**config.mk**
```make
export PLATFORM = sky130hd
export DESIGN_NAME = run_ctrl
export DESIGN_NICKNAME = d
export VERILOG_FILES = /design/src/rtl/run_ctrl_pkg.sv /design/src/rtl/btn_debounce.sv /design/src/rtl/run_ctrl.sv
export SDC_FILE = /design/constraint.sdc
export NUM_CORES = 1
export LEC_CHECK = 0
export BUFFER_PORTS_ARGS = -buffer_cell sky130_fd_sc_hd__buf_2
export CAP_MARGIN = 20
export CORE_ASPECT_RATIO = 1.2
export CORE_MARGIN = 2
export CORE_UTILIZATION = 30
export DETAILED_ROUTE_END_ITERATION = 8
export SLEW_MARGIN = 20
export SYNTH_ARGS = -nofsm -noshare
export SYNTH_HDL_FRONTEND = slang
export SYNTH_SLANG_ARGS = --single-unit
```
**constraint.sdc**
```tcl
create_clock -name clk_in -period 4.5 [get_ports clk_in]
set_input_delay 0.45 -clock clk_in [delete_from_list [all_inputs] [get_ports clk_in]]
set_output_delay 0.45 -clock clk_in [all_outputs]
set_load 0.005 [all_outputs]
```
**src/rtl/run_ctrl_pkg.sv**
```systemverilog
// Shared state encodings and default timing constants for the run controller.
// No logic here; imported by run_ctrl and btn_debounce.
package run_ctrl_pkg;

    typedef enum logic [1:0] {
        ST_IDLE = 2'd0,
        ST_RUN  = 2'd1,
        ST_STEP = 2'd2,
        ST_HALT = 2'd3
    } run_state_e;

    localparam int unsigned DEF_FAST_DIV   = 6;
    localparam int unsigned DEF_SLOW_DIV   = 3000000;
    localparam int unsigned DEF_DEB_CYCLES = 20000;

endpackage

```
**src/rtl/btn_debounce.sv**
```systemverilog
// Button conditioner: 2-flop sync, stability counter, one-cycle pulse on accepted press.
// Latency: pulse DEB_CYCLES+3 cycles after a clean rise; no backpressure, pulse is not held.
module btn_debounce
    import run_ctrl_pkg::*;
#(
    parameter int unsigned DEB_CYCLES = DEF_DEB_CYCLES
) (
    input  logic clk_in,
    input  logic rst,
    input  logic btn_raw,
    output logic btn_pulse
);

    localparam int CW = $clog2(DEB_CYCLES + 1);
    localparam logic [CW-1:0] LAST = CW'(DEB_CYCLES - 1);

    logic          sync1_q, sync1_d;
    logic          sync2_q, sync2_d;
    logic [CW-1:0] stab_cnt_q, stab_cnt_d;
    logic          level_q, level_d;
    logic          level_dly_q, level_dly_d;
    logic          pulse_q, pulse_d;

    always_comb begin
        sync1_d     = btn_raw;
        sync2_d     = sync1_q;
        level_d     = level_q;
        stab_cnt_d  = '0;
        // Any return to the accepted level restarts the stability window.
        if (sync2_q != level_q) begin
            if (stab_cnt_q == LAST) begin
                level_d = sync2_q;
            end else begin
                stab_cnt_d = stab_cnt_q + 1'b1;
            end
        end
        level_dly_d = level_q;
        pulse_d     = level_q & ~level_dly_q;
    end

    always_ff @(posedge clk_in) begin
        if (rst) begin
            sync1_q     <= 1'b0;
            sync2_q     <= 1'b0;
            stab_cnt_q  <= '0;
            level_q     <= 1'b0;
            level_dly_q <= 1'b0;
            pulse_q     <= 1'b0;
        end else begin
            sync1_q     <= sync1_d;
            sync2_q     <= sync2_d;
            stab_cnt_q  <= stab_cnt_d;
            level_q     <= level_d;
            level_dly_q <= level_dly_d;
            pulse_q     <= pulse_d;
        end
    end

    assign btn_pulse = pulse_q;

endmodule

```
**src/rtl/run_ctrl.sv**
```systemverilog
// CPU clock-enable controller: free-run prescaler, single-step and halt/resume FSM.
// Latency: run ticks every DIV cycles, step enable one cycle after debounced press; no backpressure.
module run_ctrl
    import run_ctrl_pkg::*;
#(
    parameter int unsigned FAST_DIV   = DEF_FAST_DIV,
    parameter int unsigned SLOW_DIV   = DEF_SLOW_DIV,
    parameter int unsigned DEB_CYCLES = DEF_DEB_CYCLES
) (
    input  logic        clk_in,
    input  logic        rst,
    input  logic        run_sw,
    input  logic        fast_sw,
    input  logic        step_btn,
    input  logic        resume_btn,
    input  logic        halt_req,
    output logic        cpu_en,
    output logic        halted,
    output logic [1:0]  state,
    output logic [31:0] tick_cnt
);

    logic step_pulse;
    logic resume_pulse;

    btn_debounce #(.DEB_CYCLES(DEB_CYCLES)) u_step_deb (
        .clk_in    (clk_in),
        .rst       (rst),
        .btn_raw   (step_btn),
        .btn_pulse (step_pulse)
    );

    btn_debounce #(.DEB_CYCLES(DEB_CYCLES)) u_resume_deb (
        .clk_in    (clk_in),
        .rst       (rst),
        .btn_raw   (resume_btn),
        .btn_pulse (resume_pulse)
    );

    run_state_e  state_q, state_d;
    logic [31:0] cnt_q, cnt_d;
    logic [31:0] tick_cnt_q, tick_cnt_d;
    logic        fast_q, fast_d;
    logic        halt_q, halt_d;
    logic        step_pend_q, step_pend_d;

    logic [31:0] div;
    logic        fast_chg;
    logic        halt_edge;
    logic        tick;

    always_comb begin
        div       = fast_sw ? 32'(FAST_DIV) : 32'(SLOW_DIV);
        fast_chg  = fast_sw != fast_q;
        halt_edge = halt_req && !halt_q && (state_q == ST_RUN || state_q == ST_STEP);
        tick      = (state_q == ST_RUN) && !fast_chg && (cnt_q == div - 32'd1);
    end

    always_comb begin
        state_d     = state_q;
        cnt_d       = '0;
        cpu_en      = 1'b0;
        step_pend_d = (state_q == ST_STEP) && step_pulse;
        fast_d      = fast_sw;
        halt_d      = halt_req;
        unique case (state_q)
            ST_IDLE: state_d = run_sw ? ST_RUN : ST_STEP;
            ST_RUN: begin
                if (halt_edge) begin
                    state_d = ST_HALT;
                end else if (!run_sw) begin
                    state_d = ST_STEP;
                end else begin
                    cpu_en = tick;
                    cnt_d  = (fast_chg || tick) ? 32'd0 : cnt_q + 32'd1;
                end
            end
            ST_STEP: begin
                if (halt_edge) begin
                    state_d = ST_HALT;
                end else if (run_sw) begin
                    state_d = ST_RUN;
                end else begin
                    cpu_en = step_pend_q;
                end
            end
            ST_HALT: begin
                if (resume_pulse) begin
                    state_d = run_sw ? ST_RUN : ST_STEP;
                end
            end
            default: state_d = ST_IDLE;
        endcase
        // Reset must suppress the enable in the very cycle it is sampled.
        if (rst) begin
            cpu_en = 1'b0;
        end
        tick_cnt_d = tick_cnt_q + {31'b0, cpu_en};
    end

    always_ff @(posedge clk_in) begin
        if (rst) begin
            state_q     <= ST_IDLE;
            cnt_q       <= '0;
            tick_cnt_q  <= '0;
            fast_q      <= 1'b0;
            halt_q      <= 1'b0;
            step_pend_q <= 1'b0;
        end else begin
            state_q     <= state_d;
            cnt_q       <= cnt_d;
            tick_cnt_q  <= tick_cnt_d;
            fast_q      <= fast_d;
            halt_q      <= halt_d;
            step_pend_q <= step_pend_d;
        end
    end

    assign halted   = (state_q == ST_HALT);
    assign state    = state_q;
    assign tick_cnt = tick_cnt_q;

endmodule

```
Yosys cells after proc, flatten, opt, wreduce, memory -nomap -nowiden
Cells that the tools add are included.

storage, ports and cells
  register bits after elaboration = 109
  input bits = 7
  output and inout bits = 36
  word-level logic and storage cells = 73

operators by class
  add/sub/neg operators = 5
  eq/ne operators = 12
  muxes and demuxes = 14
  bitwise operators = 8
  reduce and logical (&&, ||, !) cells = 16

operators by type and width
  cell                                                 number
  adder 32 x 1 -> 32 bit                               1
  adder 32 x 1 -> 32 bit, second input constant        1
  equality test 32 bit                                 1
  adder 15 x 1 -> 15 bit, second input constant        2
  equality test 15 bit, second input constant          2
  subtractor 22 x 1 -> 23 bit, second input constant   1
  two-way mux 22 bit                                   1
  two-way mux 2 bit                                    6
  case mux 2 bit (4 select lines)                      1
  != test 3 bit, second input constant                 2
  NOT 1 bit                                            6
  OR reduction 3 bit                                   2
  logical AND 1 bit                                    5
  two-way mux 1 bit                                    5
  OR reduction 5 bit                                   1
  equality test 2 bit, second input constant           2
  AND reduction 2 bit                                  2
  != test 1 bit                                        3
  AND reduction 3 bit                                  1
  bitwise AND 1 bit                                    2
  equality test 2 x 1 -> 1 bit, second input constant  1
  zero test 1 bit                                      2
  zero test 2 bit                                      1
  logical OR 1 bit                                     2
  other kinds (2)                                      2

Longest topological paths before layout
Gate-level depths: netlist (run 1).

  word-level depth = 9
  mapped depth = 13
  depth with buffers taken out = 12

By module
From an unflattened synthesis (run 1), not the netlist that was laid out.

unflattened totals
  cell total of the unflattened synthesis = 545
  area, all modules = 4895.9 µm²

by module, submodules not included
  module        instances  cells each  area an instance (µm²)  seq. area each (µm²)
  run_ctrl      1          369         3211.8                  1381.3
  btn_debounce  2          88          842.1                   400.4

Worst setup path before layout (run 1)
OpenSTA, ideal clock, no wires.

  path kind = register -> register
  start = register state_q[0] (netlist: state[0])
  end = register tick_cnt_q[19] (netlist: tick_cnt[19])
  data arrival time = 3.265 ns
  setup slack = 1.165 ns
  stages on the path, launching flop included = 13
  clock period less this slack = 3.335 ns
  cells stage by stage = dfxtp_1 -> ha_1 -> nor4b_1 -> nand4_1 -> a2111oi_4 -> a22o_1 -> ha_1 -> nand3_1 -> or4_1 -> clkbuf_1 -> clkbuf_1 -> or3_1 -> a21oi_1

between the ends
  cells in the longest elaborated chain, start to end = 8

RTL lines
  what                                 line                                            RTL
  start, declared                      run_ctrl.sv:40                                  run_state_e state_q, state_d;
  start signal, assigned               run_ctrl.sv:110                                 state_q <= state_d;
  equality test 2 x 1 -> 1 bit         run_ctrl.sv:55, run_ctrl.sv:56, run_ctrl.sv:66
  logical AND 1 bit (2 in series)      run_ctrl.sv:56                                  tick = (state_q == ST_RUN) && !fast_chg && (cnt_q == div - 32'd1);
  two-way mux 1 bit                    run_ctrl.sv:71                                  end else if (!run_sw) begin
  two-way mux 1 bit                    run_ctrl.sv:69                                  if (halt_edge) begin
  case mux 1 bit (2 select lines) (*)  run_ctrl.sv:66                                  unique case (state_q)
  two-way mux 1 bit (*)                run_ctrl.sv:95                                  if (rst) begin
  via cpu_en                           run_ctrl.sv:17                                  output logic cpu_en,
  adder 32 x 1 -> 32 bit (*)           run_ctrl.sv:98                                  tick_cnt_d = tick_cnt_q + {31'b0, cpu_en};
  end signal, assigned                 run_ctrl.sv:112                                 tick_cnt_q <= tick_cnt_d;
  end, declared                        run_ctrl.sv:42                                  logic [31:0] tick_cnt_q, tick_cnt_d;

Mark *: on every way through the listed nets, which the timed path passes. The rest lies on a longest branch.
A chain may end at the register's enable or synchronous reset.

Worst setup path in the final report (run 1)
  start = register state_q[0] (netlist: state[0])
  end = register tick_cnt_q[15] (netlist: tick_cnt[15])

between the ends
  cells in the longest elaborated chain, start to end = 8

RTL lines
  what                                 line
  equality test 2 x 1 -> 1 bit         run_ctrl.sv:55, run_ctrl.sv:56, run_ctrl.sv:66
  logical AND 1 bit (2 in series)      run_ctrl.sv:56
  two-way mux 1 bit                    run_ctrl.sv:71
  two-way mux 1 bit                    run_ctrl.sv:69
  case mux 1 bit (2 select lines) (*)  run_ctrl.sv:66
  two-way mux 1 bit (*)                run_ctrl.sv:95
  adder 32 x 1 -> 32 bit (*)           run_ctrl.sv:98

Mark *: on every way between the ends. The rest lies on a longest branch, timed or not.

==> impl_summary.log, run 1 <==
[metrics] share of post-route cells with drive strength above 1: 0.1211
[metrics] GRT Util Overall: 0.1255
[metrics] crit path DAT: 4010 ps
[metrics] Setup Skew: 10.49 ps
[metrics] top-count cell post-synth: sky130_fd_sc_hd__dfxtp_1
[metrics] number of instances resized during post-cts repair: 0
[metrics] worst endpoint required time: 4780 ps
[metrics] Worst R2R Start: state[0]$_SDFFE_PP0P_
[metrics] maximum root-to-sink buffer count: 2
[metrics] starting DRC count in detailed routing: 328
[metrics] top post-synthesis cells by area: sky130_fd_sc_hd__dfxtp_1, sky130_fd_sc_hd__xnor2_1, sky130_fd_sc_hd__xor2_1
[metrics] number of max-cap violations: 0
[metrics] first-pass GRT wire length: 18.57 mm
[metrics] GRT Residual Overflow: 0
[metrics] unrepaired setup endpoints after global routing: false
[metrics] cell types with the highest counts after synthesis: sky130_fd_sc_hd__dfxtp_1, sky130_fd_sc_hd__nor2_1, sky130_fd_sc_hd__nand2_1
[metrics] die area: 17,990 um2
[metrics] Post-Place Cells: 804
[metrics] Post-synth EDFFs: 0
[metrics] cell type contributing the most total cell area after synthesis: sky130_fd_sc_hd__dfxtp_1
[metrics] Synthesized Nets: 589
[metrics] utilization of the core after routing: 0.3449
[metrics] number of top-level pins: 43
[metrics] final instance count without filler cells: 819
[metrics] clock transition at the registers of the reported paths: 70 ps
[metrics] overall die height: 146.5 um
[metrics] Leak Pwr: 1.879 nW
[metrics] highest clock rate: 267.6 MHz
[metrics] Final period util: 0.8304
[metrics] core box area: 16,720 um2
[metrics] Inserted Clock Buffers: 9
[metrics] peak supply drop: 0.1768 mV
[metrics] number of max-slew violations in the final report: 0
[metrics] number of H-tree levels: 3
[metrics] Yosys warnings: 0
[metrics] number of iterations in the first detailed-routing pass: 4
[metrics] Rows: 52
[metrics] measured slew at the worst slew-check pin: 658.3 ps
[metrics] crit path kind: reg -> reg
[metrics] pin count of the biggest net entering global routing: 49
[metrics] Synth Register Bits: 109
[metrics] number of nets in the layout: 614
[metrics] fraction of registers with async set or reset after synthesis: 0
[metrics] library cells used by synthesis: 45
[metrics] share of the yosys chip area belonging to registers: 0.4296
[metrics] initial antenna violation count: 0
[metrics] number of global-route vias before repair: 3,864
[metrics] area grow syn2layout: 13.52%
[metrics] Placer Congestion: 0.7728
[metrics] Sink Count: 109
[metrics] final setup violation count: 0
[metrics] vias: 4,167
[metrics] Die Wd: 122.8 um
[metrics] DRC violation count after routing: 0
[metrics] post-route minimum period: 3737 ps
[metrics] total power after layout: 0.001949 W
[metrics] Avg Inst Size Synth: 8.850 um2
[metrics] Initial Utilization: 0.3038
[metrics] post-route setup TNS: 0 ps
[metrics] routed via count divided by cell count: 5.088
[metrics] nature of the critical path endpoint: flop
[metrics] PnR worst setup slack: 763.4 ps
[metrics] Port Buffers: 42
[metrics] kind of launch point of the worst setup path: flop
[metrics] Hold WC Path Type: in -> reg
[metrics] result of the run: finished, final reports clean
[metrics] average detailed-routed wire length per instance: 13.11 um
[metrics] clock latency reported for the late side of the worst-skew pair: 350 ps
[metrics] Clk Tree Root Cell: sky130_fd_sc_hd__clkbuf_16
[metrics] setup slack at placement: 769.5 ps
[metrics] launch point of the critical path: state[0]$_SDFFE_PP0P_
[metrics] aggregate routed wire length: 10.74 mm
[metrics] final hold vios: 0
[metrics] cell area after synthesis: 5080 um2
[metrics] largest fanout on the critical path: 19
[metrics] count of nets left with antenna violations after detail routing: 0
[metrics] total inserted antenna cells: 0
[metrics] CTS hold repair buffers: 0
[metrics] Synth top area share: 0.4296
[metrics] most used flip-flop cell after synthesis: sky130_fd_sc_hd__dfxtp_1
[metrics] sum of net half-perimeters after detailed placement: 7.357 mm
[metrics] TritonCTS clock tree: yes
[metrics] tightest slew margin relative to the limit: 0.5602
[metrics] Fill cells: 1,685
[metrics] cell count after synthesis: 574
[metrics] total setup buffers inserted after CTS: 0
[metrics] Worst Hold Launch: resume_btn
[metrics] Power per Cell Area: 338.0 nW/um2
metal layers:
| metal | up-vias | routed length, um | track usage |
|---|---|---|---|
| met5 | - | 0 | 0 |
| met4 | 0 | 182 | 0.05057 |
| met3 | 14 | 387 | 0.03047 |
| met2 | 43 | 4932 | 0.1936 |
| met1 | 1949 | 5236 | 0.1665 |
| li1 | 2161 | - | - |
cell usage in the layout, fill, tap and decap left out, types with 9 or more instances in the layout:
cell type / n
sky130_fd_sc_hd__or4_1: 20
sky130_fd_sc_hd__or3_1: 16
sky130_fd_sc_hd__a21oi_1: 19
sky130_fd_sc_hd__nor2_1: 50
sky130_fd_sc_hd__dfxtp_1: 109
sky130_fd_sc_hd__nor3_1: 25
sky130_fd_sc_hd__and3_1: 9
sky130_fd_sc_hd__and4_1: 12
sky130_fd_sc_hd__nor4_1: 21
sky130_fd_sc_hd__nand2_1: 33
sky130_fd_sc_hd__o21ai_0: 15
sky130_fd_sc_hd__o31ai_1: 17
sky130_fd_sc_hd__nor2b_1: 16
sky130_fd_sc_hd__nand4_1: 29
sky130_fd_sc_hd__a211oi_1: 15
sky130_fd_sc_hd__nand3_1: 25
sky130_fd_sc_hd__xor2_1: 24
sky130_fd_sc_hd__clkbuf_16: 9
sky130_fd_sc_hd__xnor2_1: 27
sky130_fd_sc_hd__buf_2: 42
sky130_fd_sc_hd__inv_1: 17
flip-flops by register name (all words and copies together) (netlist names), 2 cells and up:
register / flops
u_resume_deb.stab_cnt_q: 15
tick_cnt: 32
u_step_deb.stab_cnt_q: 15
state: 2
cnt_q: 32
where the power goes:
group          internal [W]  switching, W
sequential         0.000974     0.0000111
clock              0.000499      0.000343
combinational     0.0000489     0.0000720
metrics by stage:
step / area (um2) / hold slack, ps
2_1_floorplan: 5080 / 367.4
3_5_place_dp: 5451 / 383.8
4_1_cts: 5767 / 313.0
6_report: 5767 / 321.4
5_1_grt: 5767 / 308.3
3_3_place_gp: 5451 / 376.5
critical path, cell delays in order (launching register included):
cell                        delay, ps
sky130_fd_sc_hd__dfxtp_1          410
sky130_fd_sc_hd__ha_1             270
sky130_fd_sc_hd__nor4b_1          250
sky130_fd_sc_hd__nand4_1          190
sky130_fd_sc_hd__a2111oi_4        410
sky130_fd_sc_hd__a22o_1           230
sky130_fd_sc_hd__ha_1             170
sky130_fd_sc_hd__nand3_1          210
sky130_fd_sc_hd__or4_1            810
sky130_fd_sc_hd__or4_1            560
sky130_fd_sc_hd__a21oi_1          150
final cells by class:
type                            instances  area (um2)  share of cell area
Clock buffer                           11       242.7             0.04209
Tap cell                              216       270.3             0.04686
Clock inverter                          4       72.57             0.01258
Inverter                               17       63.81             0.01107
Sequential cell                       109        2182              0.3784
Multi-Input combinational cell        417        2703              0.4686
Timing Repair Buffer                   45       232.7             0.04036
kinds of logic (layout without fill, tap and decap cells):
| family | Yosys count | count (layout) | share of synthesized area |
|---|---|---|---|
| compound gates | 76 | 76 | 0.1030 |
| flops | 109 | 109 | 0.4296 |
| xor+xnor | 51 | 51 | 0.08793 |
| simple gates | 274 | 274 | 0.3044 |
| fa+ha+maj | 8 | 8 | 0.01971 |
| buf+inv | 48 | 77 | 0.03842 |
| mux | 8 | 8 | 0.01699 |
final timing paths:
check / end / slack (ps) / cells past startpoint
setup / recovery: tick_cnt[15]$_SDFF_PP0_ / 760 / 10
setup reg to reg: tick_cnt[15]$_SDFF_PP0_ / 760 / 10
hold reg to reg: u_resume_deb.btn_pulse$_SDFF_PP0_ / 390 / 1
hold / removal: u_resume_deb.sync1_q$_SDFF_PP0_ / 320 / 2
Power figures use the tool's default switching activity.
==> inputs of run 2 (changes only) <==
--- a/config.mk
+++ b/config.mk
@@ -5,6 +5,7 @@
 export SDC_FILE = /design/constraint.sdc
 export NUM_CORES = 1
 export LEC_CHECK = 0
+export ABC_AREA = 1
 export BUFFER_PORTS_ARGS = -buffer_cell sky130_fd_sc_hd__buf_2
 export CAP_MARGIN = 20
 export CORE_ASPECT_RATIO = 1.2
==> constraint.sdc (replaced) <==
create_clock -name clk_in -period 3.3 [get_ports clk_in]
set_input_delay 0.33 -clock clk_in [delete_from_list [all_inputs] [get_ports clk_in]]
set_output_delay 0.33 -clock clk_in [all_outputs]
set_load 0.005 [all_outputs]
==> run 2 against run 1 <==
  * Final cell count rose by 35%
  * Routed wire length is 25% higher
  * Largest cell class unchanged
  * Global-route usage is 1.8 points higher
  * Synthesized cell count rose by 45%
  * First-iteration DRC count down 15%
  * Non-clock buffer count down 2
  * Combinational power up 60%
  * Largest power group unchanged
==> impl_summary.log, run 2 <==
[metrics] count of nets left with antenna violations after detail routing: 0 (unchanged)
[metrics] Clk Tree Root Cell: sky130_fd_sc_hd__clkbuf_16 (unchanged)
[metrics] overall die height: 153.3 um (was 146.5 um)
[metrics] Rows: 54 (was 52)
[metrics] final hold vios: 0 (unchanged)
[metrics] clock latency reported for the late side of the worst-skew pair: 360 ps (was 350 ps)
[metrics] library cells used by synthesis: 36 (was 45)
[metrics] area grow syn2layout: 12.98% (was 13.52%)
[metrics] clock transition at the registers of the reported paths: 80 ps (was 70 ps)
[metrics] Initial Utilization: 0.3066 (was 0.3038)
[metrics] post-route setup TNS: 0 ps (unchanged)
[metrics] first-pass GRT wire length: 22.71 mm (was 18.57 mm)
[metrics] Die Wd: 128.4 um (was 122.8 um)
[metrics] top-count cell post-synth: sky130_fd_sc_hd__nand2_1 (was sky130_fd_sc_hd__dfxtp_1)
[metrics] number of max-slew violations in the final report: 0 (unchanged)
[metrics] Fill cells: 2,010 (was 1,685)
[metrics] fraction of registers with async set or reset after synthesis: 0 (unchanged)
[metrics] core box area: 18,170 um2 (was 16,720 um2)
[metrics] peak supply drop: 0.2574 mV (was 0.1768 mV)
[metrics] number of nets in the layout: 894 (was 614)
[metrics] share of the yosys chip area belonging to registers: 0.3916 (was 0.4296)
[metrics] Sink Count: 109 (unchanged)
[metrics] top post-synthesis cells by area: sky130_fd_sc_hd__dfxtp_1, sky130_fd_sc_hd__nand2_1, sky130_fd_sc_hd__nor2_1 (was sky130_fd_sc_hd__dfxtp_1, sky130_fd_sc_hd__xnor2_1, sky130_fd_sc_hd__xor2_1)
[metrics] top library cells by usage in the layout, fill and taps aside: sky130_fd_sc_hd__nand2_1, sky130_fd_sc_hd__nor2_1, sky130_fd_sc_hd__dfxtp_1, sky130_fd_sc_hd__inv_1, sky130_fd_sc_hd__a21oi_1 (was sky130_fd_sc_hd__dfxtp_1, sky130_fd_sc_hd__nor2_1, sky130_fd_sc_hd__buf_2, sky130_fd_sc_hd__nand2_1, sky130_fd_sc_hd__nand4_1)
[metrics] most used flip-flop cell after synthesis: sky130_fd_sc_hd__dfxtp_1 (unchanged)
[metrics] tightest slew margin relative to the limit: 0.5344 (was 0.5602)
[metrics] number of top-level pins: 43 (unchanged)
[metrics] nature of the critical path endpoint: flop (unchanged)
[metrics] sum of net half-perimeters after detailed placement: 10.28 mm (was 7.357 mm)
[metrics] Post-synth EDFFs: 0 (unchanged)
[metrics] Port Buffers: 42 (unchanged)
[metrics] total setup buffers inserted after CTS: 0 (unchanged)
[metrics] number of H-tree levels: 3 (unchanged)
[metrics] GRT Residual Overflow: 0 (unchanged)
[metrics] TritonCTS clock tree: yes (unchanged)
[metrics] measured slew at the worst slew-check pin: 696.4 ps (was 658.3 ps)
[metrics] routed via count divided by cell count: 4.669 (was 5.088)
[metrics] total power after layout: 0.002624 W (was 0.001949 W)
[metrics] vias: 5,173 (was 4,167)
[metrics] post-route minimum period: 2822 ps (was 3737 ps)
[metrics] Setup Skew: 13.24 ps (was 10.49 ps)
[metrics] cell type contributing the most total cell area after synthesis: sky130_fd_sc_hd__dfxtp_1 (unchanged)
[metrics] final setup violation count: 0 (unchanged)
[metrics] GRT Util Overall: 0.1439 (was 0.1255)
[metrics] cell chain of the critical path: inv_1 > ha_1 > inv_2 > nand3b_1 > nand3_1 > inv_1 > nand3_1 > a21oi_1 > ha_1 > ha_1 > nand2_1 > nor2_4 > nand2_2 > nor2_4 > nand3_1 > xor2_1 > nor2_1 (was ha_1 > nor4b_1 > nand4_1 > a2111oi_4 > a22o_1 > ha_1 > nand3_1 > or4_1 > or4_1 > a21oi_1)
[metrics] Hold WC Path Type: in -> reg (unchanged)
[metrics] average detailed-routed wire length per instance: 12.12 um (was 13.11 um)
[metrics] Leak Pwr: 2.166 nW (was 1.879 nW)
[metrics] Avg Inst Size Synth: 6.674 um2 (was 8.850 um2)
[metrics] highest cell delay on the worst timing path: 410 ps (was 810 ps)
[metrics] kind of launch point of the worst setup path: flop (unchanged)
[metrics] Yosys warnings: 0 (unchanged)
[metrics] Max stage delay cell, worst path: sky130_fd_sc_hd__dfxtp_1 (was sky130_fd_sc_hd__or4_1)
[metrics] Inserted Clock Buffers: 9 (unchanged)
[metrics] number of max-cap violations: 0 (unchanged)
[metrics] Synth Register Bits: 109 (unchanged)
[metrics] Synth top area share: 0.3916 (was 0.4296)
[metrics] aggregate routed wire length: 13.43 mm (was 10.74 mm)
[metrics] starting DRC count in detailed routing: 280 (was 328)
[metrics] maximum root-to-sink buffer count: 2 (unchanged)
[metrics] most frequent standard cell in the layout excluding fill and tap cells: sky130_fd_sc_hd__nand2_1 (was sky130_fd_sc_hd__dfxtp_1)
[metrics] cell area after synthesis: 5573 um2 (was 5080 um2)
[metrics] DRC violation count after routing: 0 (unchanged)
[metrics] Post-Layout Inst Area: 6296 um2 (was 5767 um2)
[metrics] Final period util: 0.8550 (was 0.8304)
[metrics] CTS hold repair buffers: 0 (unchanged)
[metrics] unrepaired setup endpoints after global routing: false (unchanged)
[metrics] cell count after synthesis: 835 (was 574)
[metrics] number of iterations in the first detailed-routing pass: 4 (unchanged)
[metrics] result of the run: finished, final reports clean (unchanged)
[metrics] number of instances resized during post-cts repair: 0 (unchanged)
[metrics] crit path kind: reg -> reg (unchanged)
[metrics] largest fanout on the critical path: 5 (was 19)
[metrics] Power per Cell Area: 416.8 nW/um2 (was 338.0 nW/um2)
[metrics] crit path DAT: 3060 ps (was 4010 ps)
[metrics] Placed Area: 6001 um2 (was 5451 um2)
[metrics] die area: 19,690 um2 (was 17,990 um2)
[metrics] initial antenna violation count: 0 (unchanged)
[metrics] cell types with the highest counts after synthesis: sky130_fd_sc_hd__nand2_1, sky130_fd_sc_hd__nor2_1, sky130_fd_sc_hd__dfxtp_1 (was sky130_fd_sc_hd__dfxtp_1, sky130_fd_sc_hd__nor2_1, sky130_fd_sc_hd__nand2_1)
[metrics] Placer Congestion: 0.8908 (was 0.7728)
[metrics] Synthesized Nets: 850 (was 589)
[metrics] pin count of the biggest net entering global routing: 42 (was 49)
[metrics] number of global-route vias before repair: 4,824 (was 3,864)
[metrics] worst endpoint required time: 3540 ps (was 4780 ps)
[metrics] highest clock rate: 354.4 MHz (was 267.6 MHz)
[metrics] total inserted antenna cells: 0 (unchanged)
[metrics] share of post-route cells with drive strength above 1: 0.1075 (was 0.1211)
-- run 2: cell families after synthesis --
kind of cell,count (synthesis),share of synthesized area
adder cells (fa/ha/maj),8,0.01796
AND/OR/NAND/NOR,490,0.3776
XOR/XNOR,28,0.04401
AO/OA/AOI/OAI,80,0.08217
buffers and inverters,120,0.08666
flip-flops,109,0.3916
-- run 2: final cells by class --
cell class	instances	area, um2	share of cell area
clock buffer	10	239.0	0.03796
clock inverter	6	56.30	0.008943
inverter	110	412.9	0.06558
multi-input combinational	606	2908	0.4618
sequential	109	2182	0.3466
tap	224	280.3	0.04452
timing repair buffer	43	217.7	0.03458
-- run 2: worst max-delay path, delay by kind of cell (launching register included) --
family,cells,cell delay [ps]
AND/OR/NAND/NOR,9,1040
adder cells (fa/ha/maj),3,710
flip-flops,1,410
buffers and inverters,3,210
AO/OA/AOI/OAI,1,180
XOR/XNOR,1,150
-- run 2: worst paths after layout --
| check | startpoint | endpoint | slack [ps] | cells past startpoint |
|---|---|---|---|---|
| max | state[0]$_SDFFE_PP0P_ | tick_cnt[18]$_SDFF_PP0_ | 480 | 17 |
| min | step_btn | u_step_deb.sync1_q$_SDFF_PP0_ | 170 | 3 |
| max reg2reg | state[0]$_SDFFE_PP0P_ | tick_cnt[18]$_SDFF_PP0_ | 480 | 17 |
| min reg2reg | u_step_deb.level_dly_q$_SDFF_PP0_ | u_step_deb.btn_pulse$_SDFF_PP0_ | 390 | 1 |
-- run 2: routing by layer --
metal / GRT usage / share of wire
met1: 0.1792 / 0.45
met4: 0.05756 / 0.024
met3: 0.04340 / 0.042
met5: 0 / 0
met2: 0.2313 / 0.48
-- run 2: report_power, final --
| part | leakage, nW | total, W | internal (W) | switching [W] |
|---|---|---|---|---|
| Sequential | 0.880 | 0.00135 | 0.00133 | 0.0000163 |
| Clock | 0.145 | 0.00109 | 0.000548 | 0.000537 |
| Combinational | 1.14 | 0.000193 | 0.0000680 | 0.000125 |
| Total | 2.17 | 0.00262 | 0.00195 | 0.000678 |
-- run 2: stage by stage --
stage	setup WS (ps)	cells	hold slack, ps	util
6_report	478.4	1108	166.1	0.3464
5_1_grt	45.58	1108	153.7	0.3464
4_1_cts	447.4	1108	142.9	0.3464
3_5_place_dp	462.6	1092	380.0	0.3302
3_3_place_gp	621.2	1092	377.4	0.3302
2_1_floorplan	751.6	835	372.8	-
==> inputs of run 3 (changes only) <==
--- a/config.mk
+++ b/config.mk
@@ -11,6 +11,7 @@
 export CORE_ASPECT_RATIO = 1.2
 export CORE_MARGIN = 2
 export CORE_UTILIZATION = 30
+export CTS_BUF_LIST = sky130_fd_sc_hd__clkbuf_16
 export DETAILED_ROUTE_END_ITERATION = 8
 export SLEW_MARGIN = 20
 export SYNTH_ARGS = -nofsm -noshare
==> run 3 against run 2 <==
  * Via count is the same
  * Combinational power about the same
  * Fmax unchanged
  * Sequential share of layout area increased by 0.055 points
  * Flip-flop and latch count unchanged
  * Critical path depth stayed put
  * Utilization decreased by 0.055 points
  * Clock power hardly changed
  * Hold slack improved by 0.71 ps
==> impl_summary.log, run 3 (synthesis results as in run 2) <==
[metrics] crit path kind: reg -> reg (unchanged)
[metrics] PnR worst setup slack: 478.4 ps (unchanged)
[metrics] peak supply drop: 0.2574 mV (about the same)
[metrics] first-pass GRT wire length: 22.71 mm (unchanged)
[metrics] unrepaired setup endpoints after global routing: false (unchanged)
[metrics] GRT Util Overall: 0.1439 (unchanged)
[metrics] Leak Pwr: 2.161 nW (was 2.166 nW)
[metrics] switching power: 0.0006773 W (was 0.0006781 W)
[metrics] total power after layout: 0.002600 W (was 0.002624 W)
[metrics] Hold WC Path Type: in -> reg (unchanged)
[metrics] sw frac: 0.2605 (was 0.2584)
[metrics] Placer Congestion: 0.8908 (unchanged)
[metrics] clock transition at the registers of the reported paths: 80 ps (about the same)
[metrics] die area: 19,690 um2 (unchanged)
[metrics] starting DRC count in detailed routing: 280 (unchanged)
[metrics] number of iterations in the first detailed-routing pass: 4 (unchanged)
[metrics] tightest slew margin relative to the limit: 0.5344 (unchanged)
[metrics] pin count of the biggest net entering global routing: 42 (unchanged)
[metrics] Rows: 54 (unchanged)
[metrics] Inserted Clock Buffers: 9 (unchanged)
[metrics] top library cells by usage in the layout, fill and taps aside: sky130_fd_sc_hd__nand2_1, sky130_fd_sc_hd__nor2_1, sky130_fd_sc_hd__dfxtp_1, sky130_fd_sc_hd__inv_1, sky130_fd_sc_hd__a21oi_1 (unchanged)
[metrics] nature of the critical path endpoint: flop (unchanged)
[metrics] sequential cell fraction of total power: 0.518 (was 0.513)
[metrics] maximum root-to-sink buffer count: 2 (unchanged)
[metrics] Placed Area: 6001 um2 (unchanged)
[metrics] clock network power share: 0.408 (was 0.413)
[metrics] post-route setup TNS: 0 ps (unchanged)
[metrics] core box area: 18,170 um2 (unchanged)
[metrics] area taken by flip-flops and latches: 2182 um2 (unchanged)
[metrics] GRT Residual Overflow: 0 (unchanged)
[metrics] Die Wd: 128.4 um (unchanged)
[metrics] Fill cells: 2,013 (was 2,010)
[metrics] Comb power frac: 0.074 (was 0.073)
[metrics] number of top-level pins: 43 (unchanged)
[metrics] area used by multi-input combinational logic: 2908 um2 (unchanged)
[metrics] Clk Tree Root Cell: sky130_fd_sc_hd__clkbuf_16 (unchanged)
[metrics] number of nets in the layout: 894 (unchanged)
[metrics] setup slack at placement: 462.6 ps (unchanged)
[metrics] Setup Skew: 13.24 ps (unchanged)
[metrics] TritonCTS clock tree: yes (unchanged)
[metrics] routed via count divided by cell count: 4.669 (unchanged)
[metrics] share of post-route cells with drive strength above 1: 0.1063 (was 0.1075)
[metrics] average detailed-routed wire length per instance: 12.12 um (about the same)
[metrics] initial antenna violation count: 0 (unchanged)
[metrics] kind of launch point of the worst setup path: flop (unchanged)
[metrics] number of H-tree levels: 3 (unchanged)
[metrics] Port Buffers: 42 (unchanged)
[metrics] Sink Count: 109 (unchanged)
[metrics] total inserted antenna cells: 0 (unchanged)
[metrics] measured slew at the worst slew-check pin: 696.4 ps (unchanged)
[metrics] number of max-slew violations in the final report: 0 (unchanged)
[metrics] Final period util: 0.8550 (unchanged)
[metrics] DRC violation count after routing: 0 (unchanged)
[metrics] result of the run: finished, final reports clean (unchanged)
[metrics] Initial Utilization: 0.3066 (unchanged)
[metrics] overall die height: 153.3 um (unchanged)
[metrics] post-route minimum period: 2822 ps (unchanged)
[metrics] aggregate routed wire length: 13.43 mm (about the same)
[metrics] count of nets left with antenna violations after detail routing: 0 (unchanged)
[metrics] largest fanout on the critical path: 5 (unchanged)
[metrics] clock latency reported for the late side of the worst-skew pair: 360 ps (about the same)
[metrics] number of max-cap violations: 0 (unchanged)
[metrics] total setup buffers inserted after CTS: 0 (unchanged)
[metrics] Power per Cell Area: 413.6 nW/um2 (was 416.8 nW/um2)
[metrics] number of global-route vias before repair: 4,824 (unchanged)
[metrics] Cell Int Power: 0.001923 W (was 0.001946 W)
[metrics] Post-Place Cells: 1,092 (unchanged)
[metrics] number of instances resized during post-cts repair: 0 (unchanged)
[metrics] highest clock rate: 354.4 MHz (unchanged)
[metrics] final setup violation count: 0 (unchanged)
[metrics] sum of net half-perimeters after detailed placement: 10.28 mm (unchanged)
[metrics] final instance count without filler cells: 1,108 (unchanged)
[metrics] most frequent standard cell in the layout excluding fill and tap cells: sky130_fd_sc_hd__nand2_1 (unchanged)
[metrics] area grow syn2layout: 12.80% (was 12.98%)
[metrics] worst endpoint required time: 3540 ps (about the same)
[metrics] CTS hold repair buffers: 0 (unchanged)
[metrics] final hold vios: 0 (unchanged)
[metrics] Post-Layout Inst Area: 6286 um2 (was 6296 um2)
[metrics] vias: 5,173 (unchanged)
[metrics] crit path DAT: 3060 ps (about the same)
## run 3: final timing paths
| kind | startpoint | end | slack (ps) | depth (start not counted) |
|---|---|---|---|---|
| worst min-delay path | step_btn | u_step_deb.sync1_q$_SDFF_PP0_ | 170 | 3 |
| worst min register to register | u_step_deb.level_dly_q$_SDFF_PP0_ | u_step_deb.btn_pulse$_SDFF_PP0_ | 390 | 1 |
| worst max-delay path | state[0]$_SDFFE_PP0P_ | tick_cnt[18]$_SDFF_PP0_ | 480 | 17 |
| worst max register to register | state[0]$_SDFFE_PP0P_ | tick_cnt[18]$_SDFF_PP0_ | 480 | 17 |
## run 3: power by group through the flow
| stage | Sequential (W) | Clock (W) | Combinational, W |
|---|---|---|---|
| finish | 0.00135 | 0.00106 | 0.000193 |
| global route | 0.00135 | 0.00117 | 0.000231 |
| CTS | 0.00135 | 0.00111 | 0.000195 |
| detailed placement | 0.00138 | 0 | 0.000194 |
| global placement | 0.00137 | 0 | 0.000194 |
| floorplan | 0.00137 | 0 | 0.000143 |
## run 3: area by class of cell
| class | instances | share of cell area |
|---|---|---|
| timing repair buffer | 43 | 0.03463 |
| inverter | 110 | 0.06568 |
| sequential | 109 | 0.3471 |
| tap | 224 | 0.04459 |
| clock buffer | 9 | 0.03583 |
| clock inverter | 7 | 0.009554 |
| multi-input combinational | 606 | 0.4626 |
## run 3: critical path, stage by stage (launching register included)
cell and delay [ps]:
sky130_fd_sc_hd__dfxtp_1 410, sky130_fd_sc_hd__inv_1 70, sky130_fd_sc_hd__ha_1 340, sky130_fd_sc_hd__inv_2 60, sky130_fd_sc_hd__nand3b_1 130, sky130_fd_sc_hd__nand3_1 130, sky130_fd_sc_hd__inv_1 80, sky130_fd_sc_hd__nand3_1 70
sky130_fd_sc_hd__a21oi_1 180, sky130_fd_sc_hd__ha_1 200, sky130_fd_sc_hd__ha_1 170, sky130_fd_sc_hd__nand2_1 120, sky130_fd_sc_hd__nor2_4 170, sky130_fd_sc_hd__nand2_2 120, sky130_fd_sc_hd__nor2_4 150, sky130_fd_sc_hd__nand3_1 100
sky130_fd_sc_hd__xor2_1 150, sky130_fd_sc_hd__nor2_1 50
## run 3: layer usage
layer,global-route usage,wire [um],up-vias
li1,-,-,2711
met1,0.1792,6097,2330
met2,0.2313,6449,106
met3,0.04340,565,26
met4,0.05756,321,0
met5,0,0,-
## run 3: stage by stage
stage               hold WS [ps]  utilization
floorplan                  372.8            -
finish                     166.8       0.3459
detailed placement         380.0       0.3302
global route               154.6       0.3459
CTS                        143.7       0.3459
global placement           377.4       0.3302
